`config.mk`:
```
export PLATFORM = sky130hd
export DESIGN_NAME = uart_rx_frontend
export DESIGN_NICKNAME = d
export VERILOG_FILES = /design/src/rtl/uart_pkg.sv /design/src/rtl/sync_fifo.sv /design/src/rtl/uart_rx_frontend.sv
export SDC_FILE = /design/constraint.sdc
export NUM_CORES = 1
export LEC_CHECK = 0
export ABC_CLOCK_PERIOD_IN_PS = 3150
export CAP_MARGIN = 10
export CORE_MARGIN = 10
export CORE_UTILIZATION = 55
export DETAILED_ROUTE_END_ITERATION = 16
export PLACE_DENSITY = 0.76
export SLEW_MARGIN = 20
export SYNTH_ARGS = -nofsm -noshare
export SYNTH_HDL_FRONTEND = slang
export SYNTH_SLANG_ARGS = --single-unit
```
`constraint.sdc`:
```
create_clock -name clk -period 3.15 [get_ports clk]
set_clock_uncertainty 0.1 [all_clocks]
set_input_delay 0.4725 -clock clk [delete_from_list [all_inputs] [get_ports clk]]
set_output_delay 0.4725 -clock clk [all_outputs]
set_load 0.02 [all_outputs]
```
`src/rtl/uart_pkg.sv`:
```
// Shared types and helpers for the UART receive front end.
package uart_pkg;

  localparam int DATA_BITS = 8;

  typedef enum logic [2:0] {
    IDLE,
    START,
    DATA,
    STOP,
    BREAK
  } rx_state_e;

  // Clock cycles per oversample tick, rounded to nearest and never below 1.
  function automatic int calc_div(input int clock_freq, input int baud, input int oversample);
    longint denom;
    longint quot;
    denom = longint'(baud) * longint'(oversample);
    quot  = (longint'(clock_freq) + denom / 2) / denom;
    return (quot < 1) ? 1 : int'(quot);
  endfunction

endpackage

```
`src/rtl/sync_fifo.sv`:
```
// Single-clock FIFO with registered head outputs; a push into a full FIFO
// is accepted only when a pop happens in the same cycle.
module sync_fifo #(
  parameter int WIDTH = 8,
  parameter int DEPTH = 4
) (
  input  logic             clk,
  input  logic             rst,
  input  logic             push,
  input  logic [WIDTH-1:0] push_data,
  input  logic             pop,
  output logic             full,
  output logic             empty,
  output logic [WIDTH-1:0] head_data,
  output logic             head_valid
);

  localparam int AW = $clog2(DEPTH);
  localparam logic [AW:0] PTR_ONE = {{AW{1'b0}}, 1'b1};

  logic [WIDTH-1:0] mem [DEPTH];
  logic [AW:0]      wr_ptr;
  logic [AW:0]      rd_ptr;
  logic [AW:0]      wr_ptr_n;
  logic [AW:0]      rd_ptr_n;
  logic             do_push;
  logic             do_pop;
  logic [WIDTH-1:0] head_n;

  assign empty    = (wr_ptr == rd_ptr);
  assign full     = (wr_ptr[AW] != rd_ptr[AW]) && (wr_ptr[AW-1:0] == rd_ptr[AW-1:0]);
  assign do_pop   = pop && !empty;
  assign do_push  = push && (!full || do_pop);
  assign wr_ptr_n = do_push ? (wr_ptr + PTR_ONE) : wr_ptr;
  assign rd_ptr_n = do_pop ? (rd_ptr + PTR_ONE) : rd_ptr;

  // The next head may be the word being written this cycle (write-through).
  always_comb begin
    head_n = mem[rd_ptr_n[AW-1:0]];
    if (do_push && (wr_ptr[AW-1:0] == rd_ptr_n[AW-1:0])) begin
      head_n = push_data;
    end
  end

  always_ff @(posedge clk) begin
    if (do_push) begin
      mem[wr_ptr[AW-1:0]] <= push_data;
    end
  end

  always_ff @(posedge clk or posedge rst) begin
    if (rst) begin
      wr_ptr     <= '0;
      rd_ptr     <= '0;
      head_valid <= 1'b0;
      head_data  <= '0;
    end else begin
      wr_ptr     <= wr_ptr_n;
      rd_ptr     <= rd_ptr_n;
      head_valid <= (wr_ptr_n != rd_ptr_n);
      if (wr_ptr_n != rd_ptr_n) begin
        head_data <= head_n;
      end
    end
  end

endmodule

```
`src/rtl/uart_rx_frontend.sv`:
```
// 8N1 UART receiver: synchroniser, oversampling tick generator, receive FSM
// and a small output FIFO presented as a valid/ready stream.
module uart_rx_frontend
  import uart_pkg::*;
#(
  parameter int CLOCK_FREQ = 100_000_000,
  parameter int BAUD_RATE  = 115_200,
  parameter int OVERSAMPLE = 16,
  parameter int FIFO_DEPTH = 4
) (
  input  logic       clk,
  input  logic       rst,
  input  logic       rxd,
  output logic [7:0] m_data,
  output logic       m_valid,
  input  logic       m_ready,
  output logic       frame_err,
  output logic       overrun,
  output logic       busy
);

  localparam int DIV = calc_div(CLOCK_FREQ, BAUD_RATE, OVERSAMPLE);
  localparam int DW  = (DIV > 1) ? $clog2(DIV) : 1;
  localparam int SW  = $clog2(OVERSAMPLE);
  localparam int BW  = $clog2(DATA_BITS);

  localparam logic [DW-1:0] DIV_LAST    = DW'(DIV - 1);
  localparam logic [SW-1:0] SAMPLE_MID  = SW'(OVERSAMPLE / 2 - 1);
  localparam logic [SW-1:0] SAMPLE_LAST = SW'(OVERSAMPLE - 1);
  localparam logic [BW-1:0] BIT_LAST    = BW'(DATA_BITS - 1);

  rx_state_e            state;
  rx_state_e            state_n;
  logic                 rx_meta;
  logic                 rxs;
  logic [DW-1:0]        dcnt;
  logic                 tick;
  logic                 leave_idle;
  logic [SW-1:0]        scnt;
  logic [SW-1:0]        scnt_n;
  logic [BW-1:0]        bit_cnt;
  logic [BW-1:0]        bit_cnt_n;
  logic [DATA_BITS-1:0] shreg;
  logic [DATA_BITS-1:0] shreg_n;
  logic                 push_byte;
  logic                 frame_err_n;
  logic                 fifo_full;
  logic                 fifo_empty;
  logic                 fifo_pop;

  // Both stages reset high so a reset never looks like a start bit.
  always_ff @(posedge clk or posedge rst) begin
    if (rst) begin
      rx_meta <= 1'b1;
      rxs     <= 1'b1;
    end else begin
      rx_meta <= rxd;
      rxs     <= rx_meta;
    end
  end

  assign tick       = (dcnt == DIV_LAST);
  assign leave_idle = (state == IDLE) && (state_n != IDLE);

  // Restarting the divider on the start edge aligns bit timing to that edge.
  always_ff @(posedge clk or posedge rst) begin
    if (rst) begin
      dcnt <= '0;
    end else if (leave_idle || tick) begin
      dcnt <= '0;
    end else begin
      dcnt <= dcnt + DW'(1);
    end
  end

  always_comb begin
    state_n     = state;
    scnt_n      = scnt;
    bit_cnt_n   = bit_cnt;
    shreg_n     = shreg;
    push_byte   = 1'b0;
    frame_err_n = 1'b0;
    case (state)
      IDLE: begin
        if (!rxs) begin
          state_n = START;
          scnt_n  = '0;
        end
      end
      START: begin
        if (tick) begin
          if (scnt == SAMPLE_MID) begin
            scnt_n    = '0;
            bit_cnt_n = '0;
            state_n   = rxs ? IDLE : DATA;
          end else begin
            scnt_n = scnt + SW'(1);
          end
        end
      end
      DATA: begin
        if (tick) begin
          if (scnt == SAMPLE_LAST) begin
            scnt_n    = '0;
            shreg_n   = {rxs, shreg[DATA_BITS-1:1]};
            bit_cnt_n = bit_cnt + BW'(1);
            if (bit_cnt == BIT_LAST) begin
              state_n = STOP;
            end
          end else begin
            scnt_n = scnt + SW'(1);
          end
        end
      end
      STOP: begin
        if (tick) begin
          if (scnt == SAMPLE_LAST) begin
            scnt_n = '0;
            if (rxs) begin
              push_byte = 1'b1;
              state_n   = IDLE;
            end else begin
              frame_err_n = 1'b1;
              state_n     = BREAK;
            end
          end else begin
            scnt_n = scnt + SW'(1);
          end
        end
      end
      BREAK: begin
        if (rxs) begin
          state_n = IDLE;
        end
      end
      default: state_n = IDLE;
    endcase
  end

  always_ff @(posedge clk or posedge rst) begin
    if (rst) begin
      state     <= IDLE;
      scnt      <= '0;
      bit_cnt   <= '0;
      shreg     <= '0;
      frame_err <= 1'b0;
      overrun   <= 1'b0;
    end else begin
      state     <= state_n;
      scnt      <= scnt_n;
      bit_cnt   <= bit_cnt_n;
      shreg     <= shreg_n;
      frame_err <= frame_err_n;
      overrun   <= push_byte && fifo_full && !fifo_pop;
    end
  end

  assign busy     = (state != IDLE);
  assign fifo_pop = m_ready && !fifo_empty;

  sync_fifo #(
    .WIDTH(DATA_BITS),
    .DEPTH(FIFO_DEPTH)
  ) u_fifo (
    .clk       (clk),
    .rst       (rst),
    .push      (push_byte),
    .push_data (shreg),
    .pop       (fifo_pop),
    .full      (fifo_full),
    .empty     (fifo_empty),
    .head_data (m_data),
    .head_valid(m_valid)
  );

endmodule

```
# After elaboration in Yosys (flattened, before gate mapping)
# Memories as Yosys holds them, arrays and structs flattened. A register that Yosys moved wholly into a read port is not among the register bits.
# Cells that the tools add are included.
totals:
  reg_bits: 35
  latch_bits: 0
  ramBits: 32
  mem_bits_ro: 0
  input_bits: 4
  out_inout_bits: 12
  elab_cells: 93
  memories: 1
op_classes:
  n_addsub: 5
  mul: 0
  n_div: 0
  n_lt_le_gt_ge: 0
  eq_ne: 18
  shift: 0
  mux: 36
  n_bitwise: 0
  n_reduce_logical: 21
mem_list:
  columns: ["name", "depth", "width", "read_ports", "rd_clocked_by_memory_dff", "wr", "line", "rtl"]
  rows:
  - ["u_fifo.mem", 4, 8, 1, 1, 1, "sync_fifo.sv:21", "logic [WIDTH-1:0] mem [DEPTH];"]
op_table:
  columns: ["cell", "count"]
  rows:
  - ["2-to-1 mux 3 bit", 16]
  - ["2-to-1 mux 4 bit", 5]
  - ["case mux 3 bit (5 select lines)", 1]
  - ["case mux 4 bit (3 select lines)", 1]
  - ["2-to-1 mux 1 bit", 10]
  - ["!= test 2 bit, second input constant", 5]
  - ["adder 3 x 1 -> 3 bit, second input constant", 3]
  - ["nonzero test 3 bit", 3]
  - ["logical AND 1 bit", 7]
  - ["adder 6 x 1 -> 6 bit, second input constant", 1]
  - ["equality test 3 x 2 -> 1 bit, second input constant", 2]
  - ["equality test 3 bit, second input constant", 2]
  - ["equality test 6 bit, second input constant", 1]
  - ["2-to-1 mux 6 bit", 1]
  - ["case mux 3 bit (2 select lines)", 1]
  - ["AND reduction 5 bit", 1]
  - ["adder 4 x 1 -> 4 bit, second input constant", 1]
  - ["equality test 4 x 3 -> 1 bit, second input constant", 1]
  - ["equality test 4 bit, second input constant", 1]
  - ["AND reduction 4 bit", 1]
  - ["equality test 3 x 1 -> 1 bit, second input constant", 1]
  - ["equality test 3 bit", 1]
  - ["zero test 1 bit", 3]
  - ["zero test 3 bit", 1]
  - ["other kinds (9)", 10]

# Depth between registers and ports, before layout
# Gate-level depths: netlist (run 1).
logic_depth:
  depth_word: 9
  ltp_mapped: 9

# By module
# From an unflattened synthesis (run 1), not the netlist that was laid out.
unflattened:
  cells_unflattened: 293
  area_unflattened_um2: 3703.6
by_module_without_submodules:
  columns: ["module", "instances", "cells_each", "area_each_um2", "seq_area_each_um2"]
  rows:
  - ["sync_fifo", 1, 163, 2289.7, 1336.3]
  - ["uart_rx_frontend", 1, 130, 1413.9, 703.2]

# Least setup slack after synthesis (run 1)
# Ideal clock, no wire load.
synth_timing:
  kind: "register to register"
  start: "reg dcnt[3]"
  end: "reg u_fifo.head_data[0] (read register of u_fifo.mem)"
  setup_ns: 0.125
  arrival_time_ns: 2.368
  required_ns: 2.925
  setup_slack_ns: 0.557
  path_stages_with_launch: 7
  path_buffers: 0
  synth_period_minus_slack_ns: 2.593
  path_cell_list: "dfrtp_1 and4b_1 nand4_4 or3_4 a2111oi_4 mux2_2 mux2_2"
synth_between:
  elab_chain_cells: 6
synth_rtl:
  columns: ["element", "line", "rtl"]
  rows:
  - ["start: declaration", "uart_rx_frontend.sv:36", "logic [DW-1:0] dcnt;"]
  - ["start signal: assignment", "uart_rx_frontend.sv:72", "dcnt <= dcnt + DW'(1);"]
  - ["equality test 6 bit", "uart_rx_frontend.sv:62", "assign tick = (dcnt == DIV_LAST);"]
  - ["2-to-1 mux 1 bit", "uart_rx_frontend.sv:116", "if (tick) begin"]
  - ["2-to-1 mux 1 bit", "uart_rx_frontend.sv:83", "case (state)"]
  - ["logical AND 1 bit", "sync_fifo.sv:33", "assign do_push = push && (!full || do_pop);"]
  - ["2-to-1 mux 3 bit", "sync_fifo.sv:34", "assign wr_ptr_n = do_push ? (wr_ptr + PTR_ONE) : wr_ptr;"]
  - ["!= test 3 bit", "sync_fifo.sv:61", "if (wr_ptr_n != rd_ptr_n) begin"]
  - ["end: declaration", "sync_fifo.sv:14", "output logic [WIDTH-1:0] head_data,"]
# No other way between the ends.
# A chain may end at the register's enable or synchronous reset.

# Worst setup path after layout (run 1)
layout_timing:
  start: "reg u_fifo.rd_ptr[1]"
  end: "reg u_fifo.head_data[4] (read register of u_fifo.mem)"
layout_between:
  elab_chain_cells: 8
  elab_cells_between_ends: 13
layout_rtl:
  columns: ["element", "line", "rtl"]
  rows:
  - ["start: declaration", "sync_fifo.sv:23", "logic [AW:0] rd_ptr;"]
  - ["start signal: assignment", "sync_fifo.sv:59", "rd_ptr <= rd_ptr_n;"]
  - ["equality test 3 bit", "sync_fifo.sv:30", "assign empty = (wr_ptr == rd_ptr);"]
  - ["zero test 1 bit", "sync_fifo.sv:32, uart_rx_frontend.sv:159", null]
  - ["logical AND 1 bit", "uart_rx_frontend.sv:159", "assign fifo_pop = m_ready && !fifo_empty;"]
  - ["logical AND 1 bit", "sync_fifo.sv:32", "assign do_pop = pop && !empty;"]
  - ["logical OR 1 bit", "sync_fifo.sv:33", null]
  - ["logical AND 1 bit", "sync_fifo.sv:33", null]
  - ["2-to-1 mux 3 bit", "sync_fifo.sv:34", null]
  - ["!= test 3 bit", "sync_fifo.sv:61", null]
# Several ways; a longest one is shown, not always the timed one.

==> reports/metrics.sh, run 1 <==
TIMING.FINAL.CRIT_SHARE=0.878
WORSTHOLDSTART='rx_meta'
PLACE_HPWL_UM=5060
SYNTH.YOSYS.SEQ_AREA_SHARE=0.523
GLOBAL_ROUTE.USAGE.MET3=0.0458
CLKSLEWWORSTSETUPHOLDPATHS_NS=0.08
WORSTSKEWPAIRLATENCY_NS=0.35
CRITICAL_PATH_START_END_CLASSIFICATION='register to register'
YS_SEQ_ELEMENTS=75
NETSWITCHINGFRACTION=0.323
FINAL_LAYOUT_SIZE_SUFFIX_GT1_FRAC=0.239
CTS-HTREE-LEVELS=3
POWER.SHARE.SEQUENTIAL=0.427
ROUTE.DETAILED.WL_PER_INST_UM=18.1
DIE_Y_UM=104
AVGSYNTHCELLAREA_UM2=13.9
NETLIST-CELL-TYPE-COUNT=53
GRT_START_MAX_NET_PINS=44
MIN_PATH_TYPE='register to register'
CORE_REGION_AREA_UM2=6830
SYNTHARSTFLOPSHARE=0.573
CRITPATHLAUNCH='u_fifo.rd_ptr[1]'
TIMING_HOLD_VIOLATIONS_FINAL=0
MAX_FREQ_MHz=361
SYNTH-MAIN-FF-CELL='sky130_fd_sc_hd__dfrtp_1'
RR_STARTPOINT='u_fifo.rd_ptr[1]'
CRITICAL_PATH.STARTPOINT_TYPE='register'
POWER_DENSITY_nW_PER_UM2=595
FLOW.AREA_GROWTH_FROM_SYNTHESIS_PCT=10.5
DRTITER0DRC=160
LAYOUT.FILLER_CELLS=514
SYNTH.CELL_AREA_UM2=3900
MULTI_INPUT_GATE_AREA_UM2=1710
DIE_AREA_UM2=10900
CLOCK-ROOT-BUFFER='sky130_fd_sc_hd__clkbuf_8'
GRT_USE_TOTAL=0.138
VDD_IR_DROP_MAX_V=0.000432
SYNTH_TOP_CELL_AREA_SHARE=0.263
ROUTE.FINAL.WIRE_LENGTH_UM=7260
CLOCK_SINK_COUNT=75
GRT.MET1_USAGE=0.174
GRT_ANTENNA_BEFORE_REPAIR=0
SYNTH_MOST_COMMON_CELL='sky130_fd_sc_hd__dfrtp_1'
FLOORPLAN.ROWS=30
POST_SYNTH_MAIN_AREA_CONTRIBUTORS='sky130_fd_sc_hd__dfrtp_1, sky130_fd_sc_hd__edfxtp_1, sky130_fd_sc_hd__mux2_2'
SETUP_REPAIR_AFTER_GLOBAL_ROUTING_MISSED_ITS_MARGIN='false'
WIRE_LENGTH_OF_THE_FIRST_GLOBAL_ROUTING_PASS_UM=12000
CRIT_REQUIRED_NS=3.28
PORT_BUFFERS=15
POST-ROUTE-DRC-COUNT=0
DIE_SPAN_IN_X_UM=104
VIAS_IN_THE_FIRST_GLOBAL_ROUTE=2319
SLEW_VIOL_FINAL=0
GLOBALROUTE.TOTALOVERFLOW=0
CTSHOLDBUFFERS=0
SYNTHDOMINANTAREACELLTYPE='sky130_fd_sc_hd__dfrtp_1'
IO_PINS=16
TIMING.CRITICAL_PATH.TO_TYPE='register'
NET-SWITCHING-POWER_W=0.000827
NETLIST_TOP_CELLS_COUNT='sky130_fd_sc_hd__dfrtp_1, sky130_fd_sc_hd__mux2_2, sky130_fd_sc_hd__edfxtp_1'
SETUP_VIOL=0
P_INT_W=0.00174
ANTENNA_CELLS=0
CTS_RESIZES=0
TIMING.SETUP.TNS_NS=0
FINAL_NETS=314
SHARE_COMB_OF_TOTAL_POWER=0.290
AVGVIACOUNTPERCELL=5.79
TIMING_WORST_SLEW_PIN_VALUE_NS=0.900
DATA_ARRIVAL_TIME_OF_THE_WORST_PATH_NS=2.90
PWR-SHARE-CLK=0.283
DETAIL_ROUTE_ANTENNA_NETS=0
SYNTHESIZED_NETS=294
DRT-PASS1-ITER-COUNT=4
TIMING.MAX_SLEW.REL_SLACK=0.397
POST_SYNTH_EDFFS=32
FLOORPLAN.INITIALDENSITY=0.571
SYNTH_CELLS=280
STATUS='finished clean'
GRT_MOST_USED_LAYER='met2'
POST_CTS.REPAIR.SETUP_BUFFERS=0
PLACEDCELLCOUNT=385
COUNT_OF_SYNTHESIS_STAGE_WARNINGS_FROM_YOSYS=0
LEAKAGEPOWER_nW=1.86
CP_MAX_FO=8
TRITONCTS='yes'
LAYOUT_MIN_CYCLE_TIME_NS=2.77
FINISH.CELL_COUNT_WITHOUT_FILLERS=401
CTS_BUFFERS=9
DR_TOTAL_VIAS=2322
CTS.PATH.MAX_BUFFERS=2
SEQ_AREA_UM2=2040
GLOBALPLACE.CONGESTION=0.874
MAXCAPVIOLCOUNT=0
GRT_UTIL_MET2=0.216
## path summary, 6_finish.rpt
check | slack, ns | cells past startpoint | to
min in group asynchronous | 0.52 | 2 | shreg[3]
worst min-delay path | 0.26 | 0 | rxs
worst max-delay path | 0.38 | 7 | u_fifo.head_data[4]
worst min register to register | 0.26 | 0 | rxs
max in group asynchronous | 1.84 | 2 | u_fifo.wr_ptr[0]
worst max register to register | 0.38 | 7 | u_fifo.head_data[4]
## cell usage in the layout (no fill, tap or decap), drive strengths merged, types with 3 or more instances in the layout
master and instances:
nor2 16, a22o 4, o21ai 14, buf 6, ha 10, edfxtp 32
nand2 14, clkbuf 10, mux4 14, dfrtp 41, nand3 10, and2 4
nor3 3, mux2 35, nor4 4, xor2 6, a21oi 4, mux2i 5
inv 14, xnor2 11, or3 3, clkdlybuf4s50 15
## per-layer routing
layer	vias to the layer above	wire length, um	part of all wire
met4	0	68	0.0094
met3	4	336	0.046
met2	52	3390	0.47
met5	-	0	0
met1	1175	3470	0.48
li1	1091	-	-
## per-stage QoR
step / cell area [um2] / setup WS, ns / power, W / utilization / hold WS [ns]
floorplan: 3900 / 0.557 / 0.00171 / - / 0.245
CTS: 4310 / 0.376 / 0.00258 / 0.631 / 0.264
finish: 4310 / 0.383 / 0.00256 / 0.631 / 0.262
global placement: 4120 / 0.437 / 0.00184 / 0.603 / 0.246
detailed placement: 4120 / 0.377 / 0.00186 / 0.603 / 0.250
global route: 4310 / 0.253 / 0.00269 / 0.631 / 0.270
## worst max-delay path, cell delays in order (launching register included)
cell and delay [ns]:
sky130_fd_sc_hd__dfrtp_1 0.49, sky130_fd_sc_hd__ha_1 0.54, sky130_fd_sc_hd__mux2i_1 0.14, sky130_fd_sc_hd__xnor2_1 0.19, sky130_fd_sc_hd__a2111oi_4 0.33, sky130_fd_sc_hd__buf_4 0.25
sky130_fd_sc_hd__mux2_2 0.35, sky130_fd_sc_hd__mux2_2 0.26
## sequential cells by signal, summed over array words and instances (netlist names)
register,flops
frame_err,1
dcnt,6
u_fifo.head_data,8
rx_meta,1
state,3
u_fifo.mem,32
u_fifo.head_valid,1
u_fifo.rd_ptr,3
u_fifo.wr_ptr,3
bit_cnt,3
scnt,4
rxs,1
overrun,1
shreg,8
## layout make-up
class | count | area share
multi-input combinational | 180 | 0.398
clock buffer | 10 | 0.0296
sequential | 75 | 0.473
tap | 96 | 0.0279
timing repair buffer | 21 | 0.0453
clock inverter | 6 | 0.0148
inverter | 13 | 0.0113
## logic make-up after synthesis
family,share of synthesized area
DFF,0.523
and+or+nand+nor,0.0895
muxes,0.206
AOI/OAI and AO/OA,0.0703
buffers and inverters,0.0375
xor gates and xnor gates,0.0420
adders and majority gates,0.0321
## power by group through the flow
stage	sequential, W	clock (W)	combinational (W)
3_3_place_gp	0.00111	0	0.000731
3_5_place_dp	0.00111	0	0.000745
4_1_cts	0.00109	0.000742	0.000744
5_1_grt	0.00110	0.000787	0.000804
6_report	0.00109	0.000725	0.000742
2_1_floorplan	0.00110	0	0.000605
Note: power is estimated with default switching activity, not from simulation.
==> run 2: changes to the inputs <==
--- a/config.mk
+++ b/config.mk
@@ -9,6 +9,7 @@
 export CAP_MARGIN = 10
 export CORE_MARGIN = 10
 export CORE_UTILIZATION = 55
+export CTS_BUF_LIST = sky130_fd_sc_hd__clkbuf_16
 export DETAILED_ROUTE_END_ITERATION = 16
 export PLACE_DENSITY = 0.76
 export SLEW_MARGIN = 20
==> run 2 against run 1 <==
Global-route usage is 0.52 points higher. Sequential power is essentially flat. Count of clock-buffer cells in the layout decreased by 1. Final cell count stayed put. Clock power increased by 37%. Critical path depth stayed put. Hold slack worse by 0.0012 ns.
==> reports/metrics.sh, run 2 (synthesis gave the netlist of run 1 again) <==
LEAKAGEPOWER_nW=1.91
GRT_ANTENNA_BEFORE_REPAIR=0
NET-SWITCHING-POWER_W=0.000852
DIE_Y_UM=104
CTS.PATH.MAX_BUFFERS=2
POWER.SHARE.SEQUENTIAL=0.387
LAYOUT.CELLS.MOST_COMMON_LIST='sky130_fd_sc_hd__dfrtp_1, sky130_fd_sc_hd__mux2_2, sky130_fd_sc_hd__edfxtp_1'
GLOBALPLACE.CONGESTION=0.874
CRITICAL_PATH.STARTPOINT_TYPE='register'
SETUP_VIOL=0
FINISH.CELL_COUNT_WITHOUT_FILLERS=401
TIMING_HOLD_VIOLATIONS_FINAL=0
DR_TOTAL_VIAS=2371
PWR-SHARE-CLK=0.352
CLOCK_SINK_COUNT=75
TIMING.MAX_SLEW.REL_SLACK=0.401
SHARE_COMB_OF_TOTAL_POWER=0.261
ROUTE.FINAL.WIRE_LENGTH_UM=7610
MULTI_INPUT_GATE_AREA_UM2=1710
TIMING.SETUP.TNS_NS=0
GRT_START_MAX_NET_PINS=44
P_INT_W=0.00198
FINAL_LAYOUT_SIZE_SUFFIX_GT1_FRAC=0.239
ROUTE.DETAILED.WL_PER_INST_UM=19.0
CRITICAL_PATH_START_END_CLASSIFICATION='register to register'
CTS_RESIZES=0
MIN_PATH_TYPE='register to register'
FLOW.AREA_GROWTH_FROM_SYNTHESIS_PCT=13.1
DIE_SPAN_IN_X_UM=104
STATUS='finished clean'
WORSTSKEWPAIRLATENCY_NS=0.33
POST-ROUTE-DRC-COUNT=0
ANTENNA_CELLS=0
FLOORPLAN.INITIALDENSITY=0.571
TIMING.FINAL.CRIT_SHARE=0.876
POSTLAYOUTCELLAREA_UM2=4410
CLOCK-ROOT-BUFFER='sky130_fd_sc_hd__clkbuf_16'
CTS-HTREE-LEVELS=3
DRT-PASS1-ITER-COUNT=5
CTSHOLDBUFFERS=0
REGTOREGSETUPSLACK_NS=0.39
CORE_REGION_AREA_UM2=6830
FLOORPLAN.ROWS=30
WIRE_LENGTH_OF_THE_FIRST_GLOBAL_ROUTING_PASS_UM=12500
POWER_DENSITY_nW_PER_UM2=642
PORT_BUFFERS=15
PLACEDCELLCOUNT=385
FINAL_NETS=314
LAYOUT_MIN_CYCLE_TIME_NS=2.76
LAYOUT.FILLER_CELLS=501
SEQ_AREA_UM2=2040
LARGEST_REGISTER_FF_COUNT=32
VDD_IR_DROP_MAX_V=0.000677
TIMING.CRITICAL_PATH.TO_TYPE='register'
DATA_ARRIVAL_TIME_OF_THE_WORST_PATH_NS=2.87
CP_MAX_FO=8
PLACED_CELL_AREA_UM2=4120
CLKSLEWWORSTSETUPHOLDPATHS_NS=0.06
MAXCAPVIOLCOUNT=0
GRT_USE_TOTAL=0.143
PLACE_HPWL_UM=5060
MOST_FREQUENT_STANDARD_CELL_IN_THE_LAYOUT_EXCLUDING_FILL_AND_TAP_CELLS='sky130_fd_sc_hd__dfrtp_1'
AVGVIACOUNTPERCELL=5.91
POST_CTS.REPAIR.SETUP_BUFFERS=0
DETAIL_ROUTE_ANTENNA_NETS=0
CRIT_REQUIRED_NS=3.26
TRITONCTS='yes'
DIE_AREA_UM2=10900
TIMING_WORST_SLEW_PIN_VALUE_NS=0.898
DRTITER0DRC=173
MAX_FREQ_MHz=363
SLEW_VIOL_FINAL=0
CTS_BUFFERS=9
GLOBALROUTE.TOTALOVERFLOW=0
IO_PINS=16
SETUP_REPAIR_AFTER_GLOBAL_ROUTING_MISSED_ITS_MARGIN='false'
VIAS_IN_THE_FIRST_GLOBAL_ROUTE=2401
NETSWITCHINGFRACTION=0.301
run 2: cell count changes in the layout (fill, tap and decap cells not counted), sizes merged:
cell    before  now
inv         14   15
clkbuf      10    9
run 2: power groups by stage:
stage / clock [W] / combinational (W) / sequential, W
floorplan: 0 / 0.000605 / 0.00110
global route: 0.00105 / 0.000806 / 0.00110
detailed placement: 0 / 0.000745 / 0.00111
global placement: 0 / 0.000731 / 0.00111
CTS: 0.00102 / 0.000747 / 0.00110
finish: 0.000996 / 0.000740 / 0.00110
run 2: per-stage QoR:
stage	hold slack, ns	worst slack [ns]	util	power [W]
2_1_floorplan	0.245	0.557	-	0.00171
3_3_place_gp	0.246	0.437	0.603	0.00184
3_5_place_dp	0.250	0.377	0.603	0.00186
4_1_cts	0.264	0.374	0.646	0.00286
5_1_grt	0.265	0.247	0.646	0.00296
6_report	0.261	0.392	0.646	0.00283
run 2: area by class of cell:
cell class                 instances  area share
inverter                          13      0.0111
clock buffer                       9      0.0511
clock inverter                     7      0.0153
sequential                        75       0.462
multi-input combinational        180       0.389
tap                               96      0.0272
timing repair buffer              21      0.0443
run 2: critical path, stage by stage, from the launching register on:
cell and delay, ns:
sky130_fd_sc_hd__dfrtp_1 0.48, sky130_fd_sc_hd__ha_1 0.54, sky130_fd_sc_hd__mux2i_1 0.14, sky130_fd_sc_hd__xnor2_1 0.19, sky130_fd_sc_hd__a2111oi_4 0.34, sky130_fd_sc_hd__buf_4 0.24
sky130_fd_sc_hd__mux2_2 0.35, sky130_fd_sc_hd__mux2_2 0.26
run 2: worst paths after layout:
check / start / end / depth (start not counted)
min in group asynchronous: rst / shreg[3] / 2
hold / removal: rx_meta / rxs / 0
setup / recovery: u_fifo.rd_ptr[1] / u_fifo.head_data[6] / 7
max in group asynchronous: rst / u_fifo.rd_ptr[1] / 2
setup reg to reg: u_fifo.rd_ptr[1] / u_fifo.head_data[6] / 7
hold reg to reg: rx_meta / rxs / 0
run 2: layer usage:
metal  GRT usage  wire length, um  vias up  part of all wire
met5           0                0        -                 0
met4      0.0596              103        0             0.014
met3      0.0384              390       10             0.051
met2       0.230             3680       57              0.48
met1       0.179             3440     1202              0.45
li1            -                -     1102                 -
